$ cat config.mk
export PLATFORM = sky130hd
export DESIGN_NAME = eth_irq_coalesce
export DESIGN_NICKNAME = d
export VERILOG_FILES = /design/src/rtl/eth_irq_coalesce_pkg.sv /design/src/rtl/eth_irq_coalesce_chan.sv /design/src/rtl/eth_irq_coalesce.sv
export SDC_FILE = /design/constraint.sdc
export NUM_CORES = 1
export LEC_CHECK = 0
export CAP_MARGIN = 20
export CORE_MARGIN = 1.5
export CORE_UTILIZATION = 59
export DETAILED_ROUTE_END_ITERATION = 7
export PLACE_DENSITY = 0.82
export SLEW_MARGIN = 20
export SYNTH_ARGS = -nofsm -noshare
export SYNTH_HDL_FRONTEND = slang
export SYNTH_SLANG_ARGS = --single-unit
$ cat constraint.sdc
create_clock -name clk_i -period 4.7 [get_ports clk_i]
set_input_delay 0.94 -clock clk_i [delete_from_list [all_inputs] [get_ports clk_i]]
set_output_delay 0.94 -clock clk_i [all_outputs]
set_load 0.005 [all_outputs]
$ cat src/rtl/eth_irq_coalesce_pkg.sv
// Shared definitions for the Ethernet interrupt coalescing block: register map,
// channel indices, register bus types and small helpers.
package eth_irq_coalesce_pkg;

  localparam logic [31:0] IRQ_EN_OFFS    = 32'h00;
  localparam logic [31:0] PENDING_OFFS   = 32'h04;
  localparam logic [31:0] RX_THRESH_OFFS = 32'h08;
  localparam logic [31:0] TX_THRESH_OFFS = 32'h0C;
  localparam logic [31:0] TIMEOUT_OFFS   = 32'h10;
  localparam logic [31:0] RX_CNT_OFFS    = 32'h14;
  localparam logic [31:0] TX_CNT_OFFS    = 32'h18;

  localparam int CH_RX  = 0;
  localparam int CH_TX  = 1;
  localparam int NUM_CH = 2;

  typedef struct packed {
    logic [31:0] addr;
    logic        write;
    logic [31:0] wdata;
    logic [3:0]  wstrb;
    logic        valid;
  } reg_req_s;

  typedef struct packed {
    logic [31:0] rdata;
    logic        error;
    logic        ready;
  } reg_rsp_s;

  typedef enum logic [2:0] {
    REG_IRQ_EN,
    REG_PENDING,
    REG_RX_THRESH,
    REG_TX_THRESH,
    REG_TIMEOUT,
    REG_RX_CNT,
    REG_TX_CNT,
    REG_NONE
  } reg_sel_e;

  typedef enum logic {
    CH_IDLE,
    CH_ARMED
  } chan_state_e;

  // Replace only the bytes enabled by wstrb; the rest keep their current value.
  function automatic logic [31:0] apply_wstrb(input logic [31:0] old_val,
                                              input logic [31:0] wdata,
                                              input logic [3:0]  wstrb);
    logic [31:0] res;
    res = old_val;
    for (int b = 0; b < 4; b++) begin
      if (wstrb[b]) res[8*b +: 8] = wdata[8*b +: 8];
    end
    return res;
  endfunction

endpackage

$ cat src/rtl/eth_irq_coalesce_chan.sv
// One coalescing channel: rising-edge detect, saturating event counter and idle
// timer; pulses fire_o for one cycle when the threshold or timeout is reached.
module eth_irq_coalesce_chan
  import eth_irq_coalesce_pkg::*;
#(
  parameter int unsigned CntWidth   = 16,
  parameter int unsigned TimerWidth = 24
) (
  input  logic                  clk_i,
  input  logic                  rst_ni,
  input  logic                  irq_i,
  input  logic [CntWidth-1:0]   thresh,
  input  logic [TimerWidth-1:0] timeout,
  output logic                  fire_o,
  output logic [CntWidth-1:0]   cnt_o
);

  chan_state_e           state_reg, state_next;
  logic [CntWidth-1:0]   cnt_reg, cnt_next;
  logic [TimerWidth-1:0] timer_reg, timer_next;
  logic                  irq_q_reg;

  logic                  event_w;
  logic [CntWidth-1:0]   thr_eff;
  logic [CntWidth-1:0]   cnt_inc;
  logic [TimerWidth-1:0] timer_inc;
  logic                  fire;

  assign event_w   = irq_i & ~irq_q_reg;
  assign thr_eff   = (thresh == '0) ? CntWidth'(1) : thresh;
  assign cnt_inc   = (cnt_reg == '1) ? cnt_reg : cnt_reg + 1'b1;
  // Saturation only matters with the timeout path disabled; otherwise the
  // timer fires and clears long before reaching all-ones.
  assign timer_inc = (timer_reg == '1) ? timer_reg : timer_reg + 1'b1;

  always_ff @(posedge clk_i or negedge rst_ni) begin
    if (!rst_ni) begin
      state_reg <= CH_IDLE;
      cnt_reg   <= '0;
      timer_reg <= '0;
      irq_q_reg <= 1'b0;
    end else begin
      state_reg <= state_next;
      cnt_reg   <= cnt_next;
      timer_reg <= timer_next;
      irq_q_reg <= irq_i;
    end
  end

  always_comb begin
    state_next = state_reg;
    cnt_next   = cnt_reg;
    timer_next = timer_reg;
    fire       = 1'b0;

    case (state_reg)
      CH_IDLE: begin
        if (event_w) begin
          cnt_next   = CntWidth'(1);
          timer_next = '0;
          state_next = CH_ARMED;
          fire       = (cnt_next >= thr_eff);
        end
      end
      CH_ARMED: begin
        if (event_w) cnt_next = cnt_inc;
        // timer_next equals the number of cycles since the arming event.
        timer_next = timer_inc;
        fire = (cnt_next >= thr_eff) ||
               ((timeout != '0) && (timer_next == timeout));
      end
      default: state_next = CH_IDLE;
    endcase

    if (fire) begin
      state_next = CH_IDLE;
      cnt_next   = '0;
      timer_next = '0;
    end
  end

  assign fire_o = fire;
  assign cnt_o  = cnt_reg;

endmodule

$ cat src/rtl/eth_irq_coalesce.sv
// Interrupt moderation for the Ethernet RX/TX interrupt levels: register file,
// PENDING with write-1-to-clear, address decode and the masked irq_o flop.
module eth_irq_coalesce
  import eth_irq_coalesce_pkg::*;
#(
  parameter int unsigned CntWidth   = 16,
  parameter int unsigned TimerWidth = 24,
  parameter type reg_req_t = eth_irq_coalesce_pkg::reg_req_s,
  parameter type reg_rsp_t = eth_irq_coalesce_pkg::reg_rsp_s
) (
  input  logic     clk_i,
  input  logic     rst_ni,
  input  reg_req_t reg_req_i,
  output reg_rsp_t reg_rsp_o,
  input  logic     eth_rx_irq_i,
  input  logic     eth_tx_irq_i,
  output logic     irq_o
);

  logic [1:0]            irq_en_reg, irq_en_next;
  logic [1:0]            pending_reg, pending_next;
  logic [CntWidth-1:0]   thresh_reg [NUM_CH];
  logic [CntWidth-1:0]   thresh_next [NUM_CH];
  logic [TimerWidth-1:0] timeout_reg, timeout_next;
  logic                  irq_reg, irq_next;

  logic [NUM_CH-1:0]     ch_irq;
  logic [NUM_CH-1:0]     fire;
  logic [CntWidth-1:0]   cnt_arr [NUM_CH];

  reg_sel_e              reg_sel;
  logic                  bus_err;
  logic                  wr_en;
  logic [31:0]           rd_val;
  logic [31:0]           wr_merged;
  logic [1:0]            pend_clr;

  assign ch_irq[CH_RX] = eth_rx_irq_i;
  assign ch_irq[CH_TX] = eth_tx_irq_i;

  always_comb begin
    case (reg_req_i.addr)
      IRQ_EN_OFFS:    reg_sel = REG_IRQ_EN;
      PENDING_OFFS:   reg_sel = REG_PENDING;
      RX_THRESH_OFFS: reg_sel = REG_RX_THRESH;
      TX_THRESH_OFFS: reg_sel = REG_TX_THRESH;
      TIMEOUT_OFFS:   reg_sel = REG_TIMEOUT;
      RX_CNT_OFFS:    reg_sel = REG_RX_CNT;
      TX_CNT_OFFS:    reg_sel = REG_TX_CNT;
      default:        reg_sel = REG_NONE;
    endcase
  end

  always_comb begin
    case (reg_sel)
      REG_IRQ_EN:    rd_val = 32'(irq_en_reg);
      REG_PENDING:   rd_val = 32'(pending_reg);
      REG_RX_THRESH: rd_val = 32'(thresh_reg[CH_RX]);
      REG_TX_THRESH: rd_val = 32'(thresh_reg[CH_TX]);
      REG_TIMEOUT:   rd_val = 32'(timeout_reg);
      REG_RX_CNT:    rd_val = 32'(cnt_arr[CH_RX]);
      REG_TX_CNT:    rd_val = 32'(cnt_arr[CH_TX]);
      default:       rd_val = '0;
    endcase
  end

  assign bus_err   = reg_req_i.valid &&
                     ((reg_sel == REG_NONE) ||
                      (reg_req_i.write && ((reg_sel == REG_RX_CNT) || (reg_sel == REG_TX_CNT))));
  assign wr_en     = reg_req_i.valid && reg_req_i.write && !bus_err;
  // Merging into the read view keeps unused bits at zero after the slice below.
  assign wr_merged = apply_wstrb(rd_val, reg_req_i.wdata, reg_req_i.wstrb);

  always_comb begin
    reg_rsp_o       = '0;
    reg_rsp_o.ready = reg_req_i.valid;
    reg_rsp_o.error = bus_err;
    reg_rsp_o.rdata = bus_err ? 32'h0 : rd_val;
  end

  always_comb begin
    pend_clr = '0;
    if (wr_en && (reg_sel == REG_PENDING) && reg_req_i.wstrb[0]) begin
      pend_clr = reg_req_i.wdata[1:0];
    end
    // A fire in the same cycle as the clear wins.
    pending_next = (pending_reg & ~pend_clr) | fire;
    irq_en_next  = (wr_en && (reg_sel == REG_IRQ_EN)) ? wr_merged[1:0] : irq_en_reg;
    timeout_next = (wr_en && (reg_sel == REG_TIMEOUT)) ? wr_merged[TimerWidth-1:0] : timeout_reg;
    irq_next     = |(pending_next & irq_en_next);
  end

  for (genvar gi = 0; gi < NUM_CH; gi++) begin : g_ch
    localparam reg_sel_e ThrSel = (gi == CH_RX) ? REG_RX_THRESH : REG_TX_THRESH;

    assign thresh_next[gi] = (wr_en && (reg_sel == ThrSel)) ?
                             wr_merged[CntWidth-1:0] : thresh_reg[gi];

    eth_irq_coalesce_chan #(
      .CntWidth   (CntWidth),
      .TimerWidth (TimerWidth)
    ) u_chan (
      .clk_i   (clk_i),
      .rst_ni  (rst_ni),
      .irq_i   (ch_irq[gi]),
      .thresh  (thresh_reg[gi]),
      .timeout (timeout_reg),
      .fire_o  (fire[gi]),
      .cnt_o   (cnt_arr[gi])
    );
  end

  always_ff @(posedge clk_i or negedge rst_ni) begin
    if (!rst_ni) begin
      irq_en_reg  <= '0;
      pending_reg <= '0;
      timeout_reg <= '0;
      irq_reg     <= 1'b0;
      for (int i = 0; i < NUM_CH; i++) thresh_reg[i] <= CntWidth'(1);
    end else begin
      irq_en_reg  <= irq_en_next;
      pending_reg <= pending_next;
      timeout_reg <= timeout_next;
      irq_reg     <= irq_next;
      for (int i = 0; i < NUM_CH; i++) thresh_reg[i] <= thresh_next[i];
    end
  end

  assign irq_o = irq_reg;

endmodule

==> impl_metrics.tcl, run 1 <==
set metrics [dict create \
    status "finished with violations" \
    violations "design-rule violations" \
    track_usage 0.352 \
    gp_congestion 1.03 \
    synth_seq_area_share 0.336 \
    power_uw 2760 \
    cts_tree "built" \
    crit_path_end_kind "output pin" \
    yosysWarnings 0 \
    ir_drop_v 0.000268 \
    dieWidth_um 138 \
    fin_crit_ns 4.62 \
    route.detailed.drc 3 \
    wire_per_inst_um 21.1 \
    routed_wl_um 34200 \
    clock_power_share 0.478 \
    grt_pass1_vias 10456 \
    arrival_ns 3.68 \
    num_vias 10942 \
    crit_fanout 14 \
    synth_cell_types 79 \
    final_core_util 0.717 \
    worstMarginPinSlew_ns 0.789 \
    syn-instance-count 1295 \
    p_per_area_mw_per_mm2 214 \
    pre_cts_ws_ns -0.173 \
    max-slew-margin-rel 0.470 \
    synth_top_cell_by_area "dfrtp_1" \
    switching_share 0.244 \
    timing.final.crit_share 0.983 \
    die_area_sq_mm 0.0191 \
    overflow 0 \
    synth.cell_area_sq_mm 0.0108 \
    synth_edf_count 0 \
    root_buffer "clkbuf_16" \
    layout-drive-gt1-share 0.106 \
    start_util 0.602 \
    rrSetupSlack_ns 0.26 \
    io_buffers 91 \
    largest_reg_flops 48 \
    dp_hpwl_um 24200 \
    core-area_sq_mm 0.0180 \
    worst_slack_ns 0.0784 \
    antenna_left 0 \
    cp-start-kind "primary input" \
    drt_iter0_drc 1494 \
    antenna_found_initial 0 \
    power.share.combinational 0.068 \
    switchingPower_uw 672 \
    synth.top_cell.area_share 0.331 \
    max_cap_viol_count 0 \
    hold_violations 0 \
    cts_max_level 4 \
    syn_avg_cell_area_sq_um 8.34 \
    holdCritPathClass "primary input to async pin" \
    clk_path_buf_depth 2 \
    die_h_um 138 \
    syn_to_final_growth_pct 19.1 \
    synth.area.top_cells "dfrtp_1, xnor2_1, nand2_1, o21ai_0, ha_1" \
    drv_slew 0 \
    cts_sinks 145 \
    finalSetupViolCount 0 \
    clock.fmax_mhz 216 \
    crit_required_ns 3.76 \
    diodes 0 \
    fin_skew_ns 0.0156 \
    worstSkewPairLatency_ns 0.45 \
    io_pins 109 \
    fillCellCount 1360 \
    synth_top_flop_cell "dfrtp_1" \
    routed_via_density 6.75 \
    grt_pass1_wl_um 54000 \
    rows 49 \
    ys_async_sr_fraction 1.00 \
    grt_max_degree 74 \
    internal_power_uw 2080 \
    drt_first_pass_iters 8 \
    critPathKind "primary input to output pin" \
    p_leak_uw 0.00557 \
    ys_ff_latch 145 \
    cts.reportedPaths.clkPinSlew_ns 0.06 \
    final_nets 1488 \
    seqPwrFrac 0.454 \
    hold_ws_ns 0.505 \
    cts_buffers 17 \
    final.setup.tns_ns 0 \
]
==> synth_stat cells, types with 8 or more instances <==
library cell / count
nor2_1: 55
dfrtp_1: 143
a31oi_1: 11
a21o_1: 24
or3_1: 13
a211oi_1: 14
and2_1: 18
inv_1: 63
nand2b_1: 11
a22oi_1: 15
mux2i_1: 28
o21ai_0: 94
nor3_1: 28
buf_2: 29
and3_1: 17
and4_1: 15
nand4_1: 38
xor2_1: 27
clkbuf_1: 47
mux2_2: 15
buf_4: 11
ha_1: 36
o21ai_1: 10
xnor2_1: 65
a222oi_1: 14
nor4_1: 33
nor2b_1: 8
a21oi_1: 73
nand3_1: 58
nand2_1: 146
a22o_1: 34
==> critical path, cell delays in order <==
cell and delay (ns):
clkdlybuf4s50_1 0.40, nor4_1 0.30, nand2_1 0.10, or4_4 0.54, buf_6 0.17, or2_2 0.33, nor3_4 0.21, buf_12 0.18
nor2_1 0.06, clkdlybuf4s50_1 0.44
==> power groups by stage <==
stage | sequential (uW) | clock [uW] | combinational, uW
2_1_floorplan | 1280 | 0 | 65.7
3_3_place_gp | 1270 | 0 | 173
3_5_place_dp | 1270 | 0 | 177
4_1_cts | 1250 | 1320 | 181
5_1_grt | 1250 | 1380 | 204
6_report | 1250 | 1320 | 186
==> path summary, 6_finish.rpt <==
check                                        start                      endpoint  cells past startpoint
max                                  reg_req_i[48]                  reg_rsp_o[3]                     10
min                                         rst_ni  g_ch[1].u_chan.timer_reg[19]                      1
max reg2reg                g_ch[1].u_chan.cnt_o[6]  g_ch[1].u_chan.timer_reg[16]                     18
min reg2reg                         thresh_reg[16]                thresh_reg[16]                      2
max in group asynchronous                   rst_ni       g_ch[1].u_chan.cnt_o[5]                      2
min in group clk_i                  thresh_reg[16]                thresh_reg[16]                      2
==> routing by layer <==
metal / part of all wire / up-vias / global-route usage
li1: - / 4894 / -
met1: 0.38 / 5197 / 0.444
met2: 0.48 / 694 / 0.583
met3: 0.091 / 157 / 0.0620
met4: 0.049 / 0 / 0.176
met5: 0 / - / 0
==> stage by stage <==
step,std cells,cell area [sq um]
6_report,1620,12900
5_1_grt,1620,12900
4_1_cts,1614,12700
3_5_place_dp,1579,12100
3_3_place_gp,1579,12100
2_1_floorplan,1302,10800
==> kinds of logic (layout without fill, tap and decap cells) <==
family,Yosys count,after routing,share of synthesized area
buffers and inverters,158,247,0.0637
DFF,145,145,0.336
AOI/OAI and AO/OA,349,349,0.212
and+or+nand+nor,469,469,0.227
xor gates and xnor gates,92,92,0.0746
other,1,8,0.000347
adders and majority gates,37,37,0.0426
muxes,44,44,0.0437
==> area by class of cell <==
class | instances | area, sq um | share of cell area
clock buffer | 22 | 454 | 0.0353
clock inverter | 10 | 104 | 0.00807
inverter | 64 | 240 | 0.0187
multi-input combinational | 999 | 6650 | 0.517
sequential | 145 | 3630 | 0.282
tap | 229 | 287 | 0.0223
timing repair buffer | 151 | 1500 | 0.117
==> what timing repair did <==
item / CTS / global route
buffers inserted: 1 / 4
hold buffers: 0 / 0
endpoints found under the setup margin: 14 / 56
pin swaps: 4 / 13
gates cloned: 2 / 2
resized for setup: 17 / 35
==> placed cells by master, fill, tap and decap left out, types with 25 or more instances in the layout <==
| master | instances |
|---|---|
| o21ai_0 | 94 |
| nor3_1 | 25 |
| nand2_1 | 146 |
| dfrtp_1 | 142 |
| nor4_1 | 26 |
| buf_4 | 46 |
| nand4_1 | 38 |
| a21oi_1 | 69 |
| a22o_1 | 34 |
| ha_1 | 36 |
| inv_1 | 63 |
| nand3_1 | 58 |
| mux2i_1 | 28 |
| nor2_1 | 53 |
| xnor2_1 | 64 |
| clkdlybuf4s50_1 | 76 |
| xor2_1 | 27 |
Note: power is estimated with default switching activity, not from simulation.
==> run 2, diff against run 1 <==
--- a/config.mk
+++ b/config.mk
@@ -6,9 +6,11 @@
 export NUM_CORES = 1
 export LEC_CHECK = 0
 export CAP_MARGIN = 20
+export CORE_ASPECT_RATIO = 2
 export CORE_MARGIN = 1.5
 export CORE_UTILIZATION = 59
 export DETAILED_ROUTE_END_ITERATION = 7
+export GPL_TIMING_DRIVEN = 1
 export PLACE_DENSITY = 0.82
 export SLEW_MARGIN = 20
 export SYNTH_ARGS = -nofsm -noshare
==> run 2 against run 1 <==
  * Global-route usage grew 6.0 points
  * Register-to-register slack lost 0.12 ns
  * Critical path type unchanged
  * Combinational power is essentially flat
  * The run ends with design-rule violations, negative setup slack left
  * Via count grew 2.0%
  * Largest cell class unchanged
  * Clock skew shrank 0.0079 ns
  * Sequential cell count is the same
  * Total power is essentially flat
==> impl_metrics.tcl, run 2 (same netlist as run 1, synthesis figures left out) <==
set metrics [dict create \
    grt_pass1_vias 11220 \
    num_vias 11162 \
    largest_reg_flops 48 \
    grt_max_degree 100 \
    routed_wl_um 38800 \
    layout-drive-gt1-share 0.130 \
    overflow 0 \
    route.detailed.drc 1 \
    wire_per_inst_um 23.7 \
    cp-start-kind "primary input" \
    ir_drop_v 0.000238 \
    violations "design-rule violations, negative setup slack" \
    clk_path_buf_depth 2 \
    core-area_sq_mm 0.0179 \
    cpMaxStageDelayCell "clkdlybuf4s50_1" \
    fillCellCount 1304 \
    final_cell_mix "nand2_1, dfrtp_1, o21ai_0" \
    p_leak_uw 0.00572 \
    crit_family "buffers and inverters" \
    die_area_sq_mm 0.0192 \
    finalNonFillerCells 1640 \
    grt_pass1_wl_um 60500 \
    syn_to_final_growth_pct 21.4 \
    crit_required_ns 3.76 \
    worst_slack_ns -0.0456 \
    critPathMaxStageDelay_ns 0.54 \
    crit_buf_inv 4 \
    cts_tree "built" \
    regArea_sq_mm 0.00363 \
    place_inst 1600 \
    timing.final.crit_share 1.01 \
    track_usage 0.412 \
    root_buffer "clkbuf_16" \
    rows 69 \
    final_common_cell "nand2_1" \
    max-slew-margin-rel 0.322 \
    start_util 0.605 \
    max_cap_viol_count 0 \
    crit_path_end_kind "output pin" \
    antenna_left 0 \
    hold_ws_ns 0.505 \
    cts.reportedPaths.clkPinSlew_ns 0.06 \
    cts_sinks 145 \
    fin_crit_ns 4.75 \
    dp_hpwl_um 29000 \
    path_cells "clkdlybuf4s50_1 -> nor4_2 -> nand2_1 -> or4_4 -> buf_6 -> nor3_4 -> buf_6 -> a222oi_1 -> a21oi_1 -> clkdlybuf4s50_1" \
    die_h_um 194 \
    dieWidth_um 98.7 \
    drt_first_pass_iters 8 \
    io_pins 109 \
    rsz0062_at_grt "yes" \
    gp_congestion 1.02 \
    cts_max_level 4 \
    holdCritPathClass "flop to flop" \
    multi_input_area_sq_mm 0.00664 \
    io_buffers 91 \
    p_per_area_mw_per_mm2 210 \
    worstSkewPairLatency_ns 0.43 \
    arrival_ns 3.81 \
    worstMarginPinSlew_ns 1.02 \
    antenna_found_initial 0 \
    routed_via_density 6.81 \
    status "finished with violations" \
    cts_buffers 17 \
    critPathKind "primary input to output pin" \
    hold_violations 0 \
    finalSetupViolCount 6 \
    drt_iter0_drc 937 \
    diodes 0 \
    fin_skew_ns 0.00775 \
    pre_cts_ws_ns -0.431 \
    clock.fmax_mhz 211 \
    final_nets 1528 \
    drv_slew 0 \
    crit_fanout 10 \
]
==> run 2: cell type report <==
cell class,instances,share of cell area
Clock buffer,23,0.0380
Clock inverter,5,0.00420
Inverter,64,0.0183
Multi-Input combinational cell,999,0.506
Sequential cell,145,0.277
Tap cell,213,0.0203
Timing Repair Buffer,191,0.136
==> run 2: path summary, 6_finish.rpt <==
kind,slack (ns),cells past startpoint,startpoint,end
worst max-delay path,-0.05,10,reg_req_i[67],reg_rsp_o[17]
worst min-delay path,0.51,2,thresh_reg[16],thresh_reg[16]
worst max register to register,0.14,18,g_ch[1].u_chan.cnt_o[7],g_ch[1].u_chan.timer_reg[3]
worst min register to register,0.51,2,thresh_reg[16],thresh_reg[16]
max in group asynchronous,3.15,2,rst_ni,timeout_reg[6]
min in group asynchronous,0.57,1,rst_ni,g_ch[1].u_chan.timer_reg[23]
==> run 2: power breakdown <==
| group | internal (uW) | switching [uW] | leakage, uW |
|---|---|---|---|
| clock | 785 | 529 | 0.000269 |
| sequential | 1250 | 1.14 | 0.00199 |
| combinational | 85.0 | 103 | 0.00346 |
| total | 2120 | 633 | 0.00572 |
==> run 2: tightest hold or removal path: cells and delay by family (launching register included) <==
family	cells	cell delay, ns
and+or+nand+nor	1	0.05
AOI/OAI and AO/OA	1	0.07
DFF	1	0.38
==> run 2: layer usage <==
layer	wire length, um	global-route usage	vias up
met3	2260	0.0521	254
met2	19900	0.736	651
li1	-	-	4981
met1	12300	0.407	5276
met5	0	0	-
met4	4360	0.366	0
==> run 2: repair_timing <==
| item | 4_1_cts | 5_1_grt |
|---|---|---|
| gates cloned | 2 | 1 |
| setup endpoints to repair | 24 | 27 |
| hold buffers | 0 | 0 |
| pin swaps | 4 | 2 |
| gates resized for setup | 25 | 19 |
| hold endpoints to repair | 0 | 0 |
| buffers inserted | 5 | 4 |
==> run 2: per-stage QoR <==
stage | cell area [sq um] | setup TNS (ns) | util | power (uW)
after detailed placement | 12300 | -14.47 | 0.690 | 1450
after global routing | 13100 | -0.804 | 0.734 | 2820
after CTS | 13000 | -0.0106 | 0.729 | 2760
final | 13100 | -0.133 | 0.734 | 2750
after floorplan | 10800 | 0 | - | 1340
after global placement | 12300 | -8.67 | 0.690 | 1450
